===== config.mk =====
export PLATFORM = sky130hd
export DESIGN_NAME = uart_mem_target_flat
export DESIGN_NICKNAME = d
export VERILOG_FILES = /design/src/rtl/uart_mem_target_if.sv /design/src/rtl/uart_mem_target.sv /design/src/flat_wrapper.sv
export SDC_FILE = /design/constraint.sdc
export NUM_CORES = 1
export LEC_CHECK = 0
export ABC_AREA = 1
export CELL_PAD_IN_SITES_DETAIL_PLACEMENT = 1
export CELL_PAD_IN_SITES_GLOBAL_PLACEMENT = 2
export CORE_MARGIN = 2
export CORE_UTILIZATION = 23
export CTS_BUF_LIST = sky130_fd_sc_hd__clkbuf_16
export CTS_CLUSTER_SIZE = 40
export DETAILED_ROUTE_END_ITERATION = 12
export PLACE_DENSITY_LB_ADDON = 0.25
export SKIP_CTS_REPAIR_TIMING = 1
export SLEW_MARGIN = 40
export SYNTH_ARGS = -nofsm -noshare
export SYNTH_HDL_FRONTEND = slang
export SYNTH_SLANG_ARGS = --single-unit

===== constraint.sdc =====
create_clock -name i_clk -period 2.6 [get_ports i_clk]
set_input_delay 0.65 -clock i_clk [delete_from_list [all_inputs] [get_ports i_clk]]
set_output_delay 0.65 -clock i_clk [all_outputs]
set_load 0.05 [all_outputs]

===== src/rtl/uart_mem_target_if.sv =====
// Memory-side bus of the UART memory target.
// The target drives the request (master modport); the RAM or register file
// answers it (slave modport).
//   mem_addr         : request address
//   mem_wdata        : write data
//   mem_rdata        : read data, valid on the read-accept cycle
//   mem_read_valid   : read request, held until accepted
//   mem_read_accept  : read completes on the rising edge where it is seen high
//   mem_write_valid  : write request, held until accepted
//   mem_write_accept : write completes on the rising edge where it is seen high
interface uart_mem_target_if #(
  parameter int ADDR_WIDTH = 64,
  parameter int DATA_WIDTH = 16
);
  logic [ADDR_WIDTH-1:0] mem_addr;
  logic [DATA_WIDTH-1:0] mem_wdata;
  logic [DATA_WIDTH-1:0] mem_rdata;
  logic                  mem_read_valid;
  logic                  mem_read_accept;
  logic                  mem_write_valid;
  logic                  mem_write_accept;

  modport master (
    output mem_addr, mem_wdata, mem_read_valid, mem_write_valid,
    input  mem_rdata, mem_read_accept, mem_write_accept
  );

  modport slave (
    input  mem_addr, mem_wdata, mem_read_valid, mem_write_valid,
    output mem_rdata, mem_read_accept, mem_write_accept
  );
endinterface


===== src/rtl/uart_mem_target.sv =====
// UART memory-access target: receives 'W'/'R' command frames on a UART RX
// line, runs one transfer on the local memory bus, and answers on UART TX
// (ACK 0x06 for a write, the read data MSB first for a read, NAK 0x15 for an
// unknown command).
//   i_clk, i_nrst : clock, asynchronous active-low reset
//   i_uart_rx     : serial in, idle high
//   o_uart_tx     : serial out, idle high
//   o_frame_err   : one-cycle pulse on bad stop bit, mid-frame timeout or bad command
//   mem           : memory request bus (master side)
module uart_mem_target #(
  parameter int DATA_WIDTH   = 16,
  parameter int ADDR_WIDTH   = 64,
  parameter int SAMPLE       = 1250,
  parameter int TIMEOUT_BITS = 40
) (
  input  logic              i_clk,
  input  logic              i_nrst,
  input  logic              i_uart_rx,
  output logic              o_uart_tx,
  output logic              o_frame_err,
  uart_mem_target_if.master mem
);
  localparam int DATA_BYTES = DATA_WIDTH / 8;
  localparam int ADDR_BYTES = ADDR_WIDTH / 8;
  localparam int CNT_W      = $clog2(SAMPLE);
  localparam int TMO_W      = $clog2(TIMEOUT_BITS * SAMPLE + 1);
  localparam logic [CNT_W-1:0] BIT_LAST  = CNT_W'(SAMPLE - 1);
  localparam logic [CNT_W-1:0] HALF_LAST = CNT_W'(SAMPLE / 2 - 1);
  localparam logic [TMO_W-1:0] TMO_LAST  = TMO_W'(TIMEOUT_BITS * SAMPLE - 1);
  localparam logic [7:0] CMD_WR = 8'h57;
  localparam logic [7:0] CMD_RD = 8'h52;
  localparam logic [7:0] ACK    = 8'h06;
  localparam logic [7:0] NAK    = 8'h15;

  typedef enum logic [1:0] {RX_IDLE, RX_START, RX_DATA, RX_STOP} rx_state_e;
  typedef enum logic [2:0] {P_CMD, P_ADDR, P_DATA, P_MEM, P_RESP} p_state_e;

  // RX
  logic             rx_meta_q, rx_sync_q, rx_prev_q;
  rx_state_e        rx_state_q, rx_state_d;
  logic [CNT_W-1:0] rx_cnt_q, rx_cnt_d;
  logic [2:0]       rx_bit_q, rx_bit_d;
  logic [7:0]       rx_shift_q, rx_shift_d;
  logic             rx_byte_valid, rx_stop_err;

  // Parser / memory side
  p_state_e              p_state_q, p_state_d;
  logic                  is_write_q, is_write_d;
  logic [7:0]            byte_cnt_q, byte_cnt_d;
  logic [TMO_W-1:0]      tmo_q, tmo_d;
  logic [ADDR_WIDTH-1:0] addr_q, addr_d;
  logic [DATA_WIDTH-1:0] wdata_q, wdata_d;
  logic                  rd_valid_q, rd_valid_d, wr_valid_q, wr_valid_d;
  logic [DATA_WIDTH-1:0] resp_buf_q, resp_buf_d;
  logic [7:0]            resp_left_q, resp_left_d;
  logic                  err_q, err_d;

  // TX
  logic             tx_busy_q, tx_busy_d;
  logic [8:0]       tx_shift_q, tx_shift_d;
  logic [3:0]       tx_bit_q, tx_bit_d;
  logic [CNT_W-1:0] tx_cnt_q, tx_cnt_d;
  logic             tx_line_q, tx_line_d;
  logic             tx_done, tx_free, tx_load;

  always_comb begin
    rx_state_d    = rx_state_q;
    rx_cnt_d      = rx_cnt_q;
    rx_bit_d      = rx_bit_q;
    rx_shift_d    = rx_shift_q;
    rx_byte_valid = 1'b0;
    rx_stop_err   = 1'b0;
    case (rx_state_q)
      RX_IDLE: begin
        if (rx_prev_q && !rx_sync_q) begin
          rx_state_d = RX_START;
          rx_cnt_d   = '0;
        end
      end
      RX_START: begin
        if (rx_cnt_q == HALF_LAST) begin
          rx_cnt_d   = '0;
          rx_bit_d   = '0;
          // A high line at mid start bit was a glitch: drop it silently.
          rx_state_d = rx_sync_q ? RX_IDLE : RX_DATA;
        end else begin
          rx_cnt_d = rx_cnt_q + CNT_W'(1);
        end
      end
      RX_DATA: begin
        if (rx_cnt_q == BIT_LAST) begin
          rx_cnt_d   = '0;
          rx_shift_d = {rx_sync_q, rx_shift_q[7:1]};
          rx_bit_d   = rx_bit_q + 3'd1;
          if (rx_bit_q == 3'd7) rx_state_d = RX_STOP;
        end else begin
          rx_cnt_d = rx_cnt_q + CNT_W'(1);
        end
      end
      RX_STOP: begin
        if (rx_cnt_q == BIT_LAST) begin
          rx_cnt_d   = '0;
          rx_state_d = RX_IDLE;
          if (rx_sync_q) rx_byte_valid = 1'b1;
          else           rx_stop_err   = 1'b1;
        end else begin
          rx_cnt_d = rx_cnt_q + CNT_W'(1);
        end
      end
      default: rx_state_d = RX_IDLE;
    endcase
  end

  assign tx_done = tx_busy_q && (tx_bit_q == 4'd9) && (tx_cnt_q == BIT_LAST);
  assign tx_free = !tx_busy_q || tx_done;

  always_comb begin
    p_state_d   = p_state_q;
    is_write_d  = is_write_q;
    byte_cnt_d  = byte_cnt_q;
    tmo_d       = tmo_q;
    addr_d      = addr_q;
    wdata_d     = wdata_q;
    rd_valid_d  = rd_valid_q;
    wr_valid_d  = wr_valid_q;
    resp_buf_d  = resp_buf_q;
    resp_left_d = resp_left_q;
    err_d       = rx_stop_err;
    tx_busy_d   = tx_busy_q;
    tx_shift_d  = tx_shift_q;
    tx_bit_d    = tx_bit_q;
    tx_cnt_d    = tx_cnt_q;
    tx_line_d   = tx_line_q;
    tx_load     = 1'b0;

    // Bit timing: tx_shift holds {stop, data} behind the start bit already on the line.
    if (tx_busy_q) begin
      if (tx_cnt_q == BIT_LAST) begin
        tx_cnt_d = '0;
        if (tx_bit_q == 4'd9) begin
          tx_busy_d = 1'b0;
        end else begin
          tx_line_d  = tx_shift_q[0];
          tx_shift_d = {1'b1, tx_shift_q[8:1]};
          tx_bit_d   = tx_bit_q + 4'd1;
        end
      end else begin
        tx_cnt_d = tx_cnt_q + CNT_W'(1);
      end
    end

    case (p_state_q)
      P_CMD: begin
        tmo_d      = '0;
        byte_cnt_d = '0;
        if (rx_byte_valid) begin
          if (rx_shift_q == CMD_WR || rx_shift_q == CMD_RD) begin
            is_write_d = (rx_shift_q == CMD_WR);
            p_state_d  = P_ADDR;
          end else begin
            err_d       = 1'b1;
            resp_buf_d  = '0;
            resp_buf_d[DATA_WIDTH-1 -: 8] = NAK;
            resp_left_d = 8'd1;
            p_state_d   = P_RESP;
          end
        end
      end
      P_ADDR, P_DATA: begin
        if (rx_stop_err) begin
          p_state_d = P_CMD;
        end else if (rx_byte_valid) begin
          tmo_d = '0;
          if (p_state_q == P_ADDR) begin
            addr_d = ADDR_WIDTH'({addr_q, rx_shift_q});
            if (byte_cnt_q == 8'(ADDR_BYTES - 1)) begin
              byte_cnt_d = '0;
              if (is_write_q) begin
                p_state_d = P_DATA;
              end else begin
                p_state_d  = P_MEM;
                rd_valid_d = 1'b1;
              end
            end else begin
              byte_cnt_d = byte_cnt_q + 8'd1;
            end
          end else begin
            wdata_d = DATA_WIDTH'({wdata_q, rx_shift_q});
            if (byte_cnt_q == 8'(DATA_BYTES - 1)) begin
              p_state_d  = P_MEM;
              wr_valid_d = 1'b1;
            end else begin
              byte_cnt_d = byte_cnt_q + 8'd1;
            end
          end
        end else if (tmo_q == TMO_LAST) begin
          err_d     = 1'b1;
          p_state_d = P_CMD;
        end else begin
          tmo_d = tmo_q + TMO_W'(1);
        end
      end
      P_MEM: begin
        if (wr_valid_q && mem.mem_write_accept) begin
          wr_valid_d  = 1'b0;
          resp_buf_d  = '0;
          resp_buf_d[DATA_WIDTH-1 -: 8] = ACK;
          resp_left_d = 8'd1;
          p_state_d   = P_RESP;
        end else if (rd_valid_q && mem.mem_read_accept) begin
          rd_valid_d  = 1'b0;
          resp_buf_d  = mem.mem_rdata;
          resp_left_d = 8'(DATA_BYTES);
          p_state_d   = P_RESP;
        end
      end
      P_RESP: begin
        // Next byte is loaded on the very edge the previous stop bit ends.
        if (tx_free) begin
          if (resp_left_q != 8'd0) begin
            tx_load     = 1'b1;
            resp_buf_d  = DATA_WIDTH'({resp_buf_q, 8'h00});
            resp_left_d = resp_left_q - 8'd1;
          end else begin
            p_state_d = P_CMD;
          end
        end
      end
      default: p_state_d = P_CMD;
    endcase

    if (tx_load) begin
      tx_busy_d  = 1'b1;
      tx_line_d  = 1'b0;
      tx_shift_d = {1'b1, resp_buf_q[DATA_WIDTH-1 -: 8]};
      tx_bit_d   = '0;
      tx_cnt_d   = '0;
    end
  end

  always_ff @(posedge i_clk or negedge i_nrst) begin
    if (!i_nrst) begin
      rx_meta_q   <= 1'b1;
      rx_sync_q   <= 1'b1;
      rx_prev_q   <= 1'b1;
      rx_state_q  <= RX_IDLE;
      rx_cnt_q    <= '0;
      rx_bit_q    <= '0;
      rx_shift_q  <= '0;
      p_state_q   <= P_CMD;
      is_write_q  <= 1'b0;
      byte_cnt_q  <= '0;
      tmo_q       <= '0;
      addr_q      <= '0;
      wdata_q     <= '0;
      rd_valid_q  <= 1'b0;
      wr_valid_q  <= 1'b0;
      resp_buf_q  <= '0;
      resp_left_q <= '0;
      err_q       <= 1'b0;
      tx_busy_q   <= 1'b0;
      tx_shift_q  <= '1;
      tx_bit_q    <= '0;
      tx_cnt_q    <= '0;
      tx_line_q   <= 1'b1;
    end else begin
      rx_meta_q   <= i_uart_rx;
      rx_sync_q   <= rx_meta_q;
      rx_prev_q   <= rx_sync_q;
      rx_state_q  <= rx_state_d;
      rx_cnt_q    <= rx_cnt_d;
      rx_bit_q    <= rx_bit_d;
      rx_shift_q  <= rx_shift_d;
      p_state_q   <= p_state_d;
      is_write_q  <= is_write_d;
      byte_cnt_q  <= byte_cnt_d;
      tmo_q       <= tmo_d;
      addr_q      <= addr_d;
      wdata_q     <= wdata_d;
      rd_valid_q  <= rd_valid_d;
      wr_valid_q  <= wr_valid_d;
      resp_buf_q  <= resp_buf_d;
      resp_left_q <= resp_left_d;
      err_q       <= err_d;
      tx_busy_q   <= tx_busy_d;
      tx_shift_q  <= tx_shift_d;
      tx_bit_q    <= tx_bit_d;
      tx_cnt_q    <= tx_cnt_d;
      tx_line_q   <= tx_line_d;
    end
  end

  assign o_uart_tx           = tx_line_q;
  assign o_frame_err         = err_q;
  assign mem.mem_addr        = addr_q;
  assign mem.mem_wdata       = wdata_q;
  assign mem.mem_read_valid  = rd_valid_q;
  assign mem.mem_write_valid = wr_valid_q;
endmodule

===== src/flat_wrapper.sv =====
// flat-port wrapper written by rule: the top's interface ports become plain ports
module uart_mem_target_flat 
#(
  parameter int DATA_WIDTH   = 16,
  parameter int ADDR_WIDTH   = 64,
  parameter int SAMPLE       = 1250,
  parameter int TIMEOUT_BITS = 40
)
  (i_clk, i_nrst, i_uart_rx, o_uart_tx, o_frame_err, mem_mem_addr, mem_mem_wdata, mem_mem_read_valid, mem_mem_write_valid, mem_mem_rdata, mem_mem_read_accept, mem_mem_write_accept);
  uart_mem_target_if #(.ADDR_WIDTH(ADDR_WIDTH), .DATA_WIDTH(DATA_WIDTH)) mem_i ();
  input  logic i_clk;
  input  logic i_nrst;
  input  logic i_uart_rx;
  output logic o_uart_tx;
  output logic o_frame_err;
  output wire logic [$bits(mem_i.mem_addr)-1:0] mem_mem_addr;
  output wire logic [$bits(mem_i.mem_wdata)-1:0] mem_mem_wdata;
  output wire logic [$bits(mem_i.mem_read_valid)-1:0] mem_mem_read_valid;
  output wire logic [$bits(mem_i.mem_write_valid)-1:0] mem_mem_write_valid;
  input wire logic [$bits(mem_i.mem_rdata)-1:0] mem_mem_rdata;
  input wire logic [$bits(mem_i.mem_read_accept)-1:0] mem_mem_read_accept;
  input wire logic [$bits(mem_i.mem_write_accept)-1:0] mem_mem_write_accept;
  assign mem_mem_addr = mem_i.mem_addr;
  assign mem_mem_wdata = mem_i.mem_wdata;
  assign mem_mem_read_valid = mem_i.mem_read_valid;
  assign mem_mem_write_valid = mem_i.mem_write_valid;
  assign mem_i.mem_rdata = mem_mem_rdata;
  assign mem_i.mem_read_accept = mem_mem_read_accept;
  assign mem_i.mem_write_accept = mem_mem_write_accept;
  uart_mem_target #(.DATA_WIDTH(DATA_WIDTH), .ADDR_WIDTH(ADDR_WIDTH), .SAMPLE(SAMPLE), .TIMEOUT_BITS(TIMEOUT_BITS)) u_core (.i_clk(i_clk), .i_nrst(i_nrst), .i_uart_rx(i_uart_rx), .o_uart_tx(o_uart_tx), .o_frame_err(o_frame_err), .mem(mem_i));
endmodule

==> run summary <==
Fraction of power spent switching nets = 0.289
Commonest non-fill, non-tap cell in the layout = nand2_1
Maximum fanout along the worst path = 2
Fmax = 410 MHz
Worst skew pair latency = 0.46 ns
Setup violations, final = 0
Tcrit/Tclk final = 0.937
Cells after DPL = 1654
CTS clk-pin slew, worst paths = 0.08 ns
Clock skew = 0.0153 ns
Vias in the first global route = 7682
Multi-input logic area = 0.00421 mm2
First-pass GRT wire length = 43.5 mm
Crit path arrival time = 1.79 ns
Io pins = 105
Reg-to-Reg End = u_core.mem.mem_addr[55]
CTS tree = built
Congestion Overflow GR = 0
Normalized max-slew margin = 0.611
Sequential Power Share = 0.484
Row count = 74
Core Area = 0.0407 mm2
Filler cells = 4730
Number of nets in the layout = 1176
Cell Count, Final, Fillers Out = 1686
Syn Inst Count = 1028
Cell area after synthesis = 0.00947 mm2
Maximum capacitance violations = 0
Initial antenna violation count = 0
Post-synth cell types = 45
Initial core utilization = 0.233
Final hold violation count = 0
Net switching power = 1.79 mW
Ys flop type = dfrtp_1
Worst slew pin tran = 0.582 ns
Fin Setup TNS = 0 ns
Placer Congestion = 0.757
CP top delay family = buffers and inverters
Hold WC Path Type = input port to async pin
Worst path slowest cell = clkdlybuf4s50_1
Crit path cell chain = clkdlybuf4s50_1
Startpoint type of the worst setup path = register
Root Buffer = clkbuf_16
Min Hold Slack = 0.148 ns
Buffers on Ports = 104
Int Power = 4.42 mW
Post-route design area = 0.0118 mm2
CP required = 1.95 ns
Pins over their slew limit = 0
Seq. cell area = 0.00469 mm2
Post-synth EDFFs = 0
Largest net degree at the start of global routing = 51
Commonest non-fill, non-tap cells in the layout = nand2_1, dfrtp_1, clkdlybuf4s50_1
Peak supply drop = 0.000407 V
Residual DRC = 0
WL final = 26.5 mm
Die Ht = 207 um
Share of layout cells above drive strength 1 = 0.150
CTS max path bufs = 2
Synthesized Nets = 1063
Synthesis Warnings = 0
Drt pass-1 iters = 5
RSZ-0062 raised after global routing = no
CP Buf/Inv Count = 1
Avg WL per Cell = 15.7 um
H-tree Lvls = 4
Via count = 7371
Diode count = 0
CP peak stage delay = 0.79 ns
CTS Buf Count = 17
Clock share of power = 0.433
Synthesized area per cell = 9.22 um2
Setup ws final = 0.164 ns
Worst reg-to-reg setup slack = 0.38 ns
Combinational Power Share = 0.084
Die ar. = 0.0428 mm2
Worst r2r src = u_core.rx_cnt_q[1]
Pwr dens = 528 mW/mm2
Reg2Reg Depth = 9
Crit path kind = register to primary output
Asr flop ratio synth = 1.00
DP Area = 0.0112 mm2
Area delta synth->final = 24.3%
Min Tclk post-route = 2.44 ns
LEAKAGE = 5.50 nW
Post-DR vias/cell = 4.37
Die X = 207 um
Status = completed
All-layer global routing usage = 0.131
Detailed-placement wirelength estimate = 19.5 mm
Final ANT Viol Nets = 0
Crit. End Element = primary output
# clock sinks = 187
Post-place setup slack = 0.342 ns
Initial DRC count = 270
Seq cells post-synth = 187
Sequential fraction of the synthesis area = 0.496
Critical Path Stages = 1
-- worst max path at each step --
stage	from	end	slack, ns
global placement	mem_mem_write_accept	u_core.resp_buf_q[11]	0.37
CTS	u_core.o_uart_tx	o_uart_tx	0.12
detailed placement	mem_mem_write_accept	u_core.resp_buf_q[13]	0.34
floorplan	u_core.rx_cnt_q[1]	u_core.mem.mem_addr[10]	0.85
global route	u_core.o_uart_tx	o_uart_tx	0.10
finish	u_core.o_uart_tx	o_uart_tx	0.16
-- cell usage after synthesis, types with 17 or more instances --
cell type  count  area share
nand2_1      256        0.10
dfrtp_1      175        0.46
nor2_1        90       0.036
inv_1         73       0.029
nand3_1       67       0.035
mux2_4        50       0.079
o21ai_0       48       0.025
o21ai_1       25       0.013
nand4_1       23       0.015
nor3_1        18      0.0095
xor2_1        17       0.016
-- cell type report --
cell class,instances,share of cell area
clock buffer,17,0.0361
clock inverter,15,0.0146
inverter,88,0.0280
multi-input combinational,721,0.357
sequential,187,0.399
tap,532,0.0565
timing repair buffer,126,0.109
-- per-stage QoR --
step / util / total power [mW]
3_3_place_gp: 0.274 / 3.60
5_1_grt: 0.289 / 6.53
3_5_place_dp: 0.274 / 3.60
2_1_floorplan: - / 3.37
4_1_cts: 0.289 / 6.36
6_report: 0.289 / 6.21
-- state kept, by name, indices dropped and copies added (netlist names), named ones only --
signal and count:
u_core.rx_bit_q 3, u_core.tx_bit_q 4, u_core.mem.mem_addr 64, u_core.mem.mem_wdata 16, u_core.mem.mem_read_valid 1, u_core.rx_prev_q 1
u_core.o_uart_tx 1, u_core.rx_cnt_q 11, u_core.rx_meta_q 1, u_core.tx_shift_q 8, u_core.tx_busy_q 1, u_core.rx_state_q 1
u_core.resp_left_q 8, u_core.tx_cnt_q 11, u_core.rx_sync_q 1, u_core.o_frame_err 1, u_core.byte_cnt_q 8, u_core.tmo_q 16
u_core.mem.mem_write_valid 1, u_core.p_state_q 3, u_core.is_write_q 1, u_core.resp_buf_q 16, u_core.rx_shift_q 8
-- per-layer routing --
layer,part of all wire,up-vias,track usage
met1,0.49,3671,0.177
met4,0.011,0,0.0365
met3,0.022,21,0.0239
li1,-,3619,-
met2,0.47,60,0.215
met5,0,-,0
-- logic make-up (layout without fill, tap and decap cells) --
| kind of cell | after synthesis | after routing | share of synthesized area |
|---|---|---|---|
| AOI/OAI and AO/OA | 122 | 122 | 0.0728 |
| xor gates and xnor gates | 22 | 22 | 0.0203 |
| adders and majority gates | 14 | 14 | 0.0185 |
| buffers and inverters | 120 | 246 | 0.0605 |
| DFF | 187 | 187 | 0.496 |
| muxes | 64 | 64 | 0.0959 |
| and+or+nand+nor | 499 | 499 | 0.237 |
-- power by group through the flow --
| stage | Sequential [mW] | Clock (mW) | Combinational (mW) |
|---|---|---|---|
| detailed placement | 3.06 | 0 | 0.537 |
| CTS | 3.01 | 2.81 | 0.538 |
| finish | 3.01 | 2.69 | 0.520 |
| floorplan | 3.05 | 0 | 0.319 |
| global route | 3.01 | 2.91 | 0.600 |
| global placement | 3.06 | 0 | 0.537 |
No activity file was read; power rests on OpenSTA's default activity.
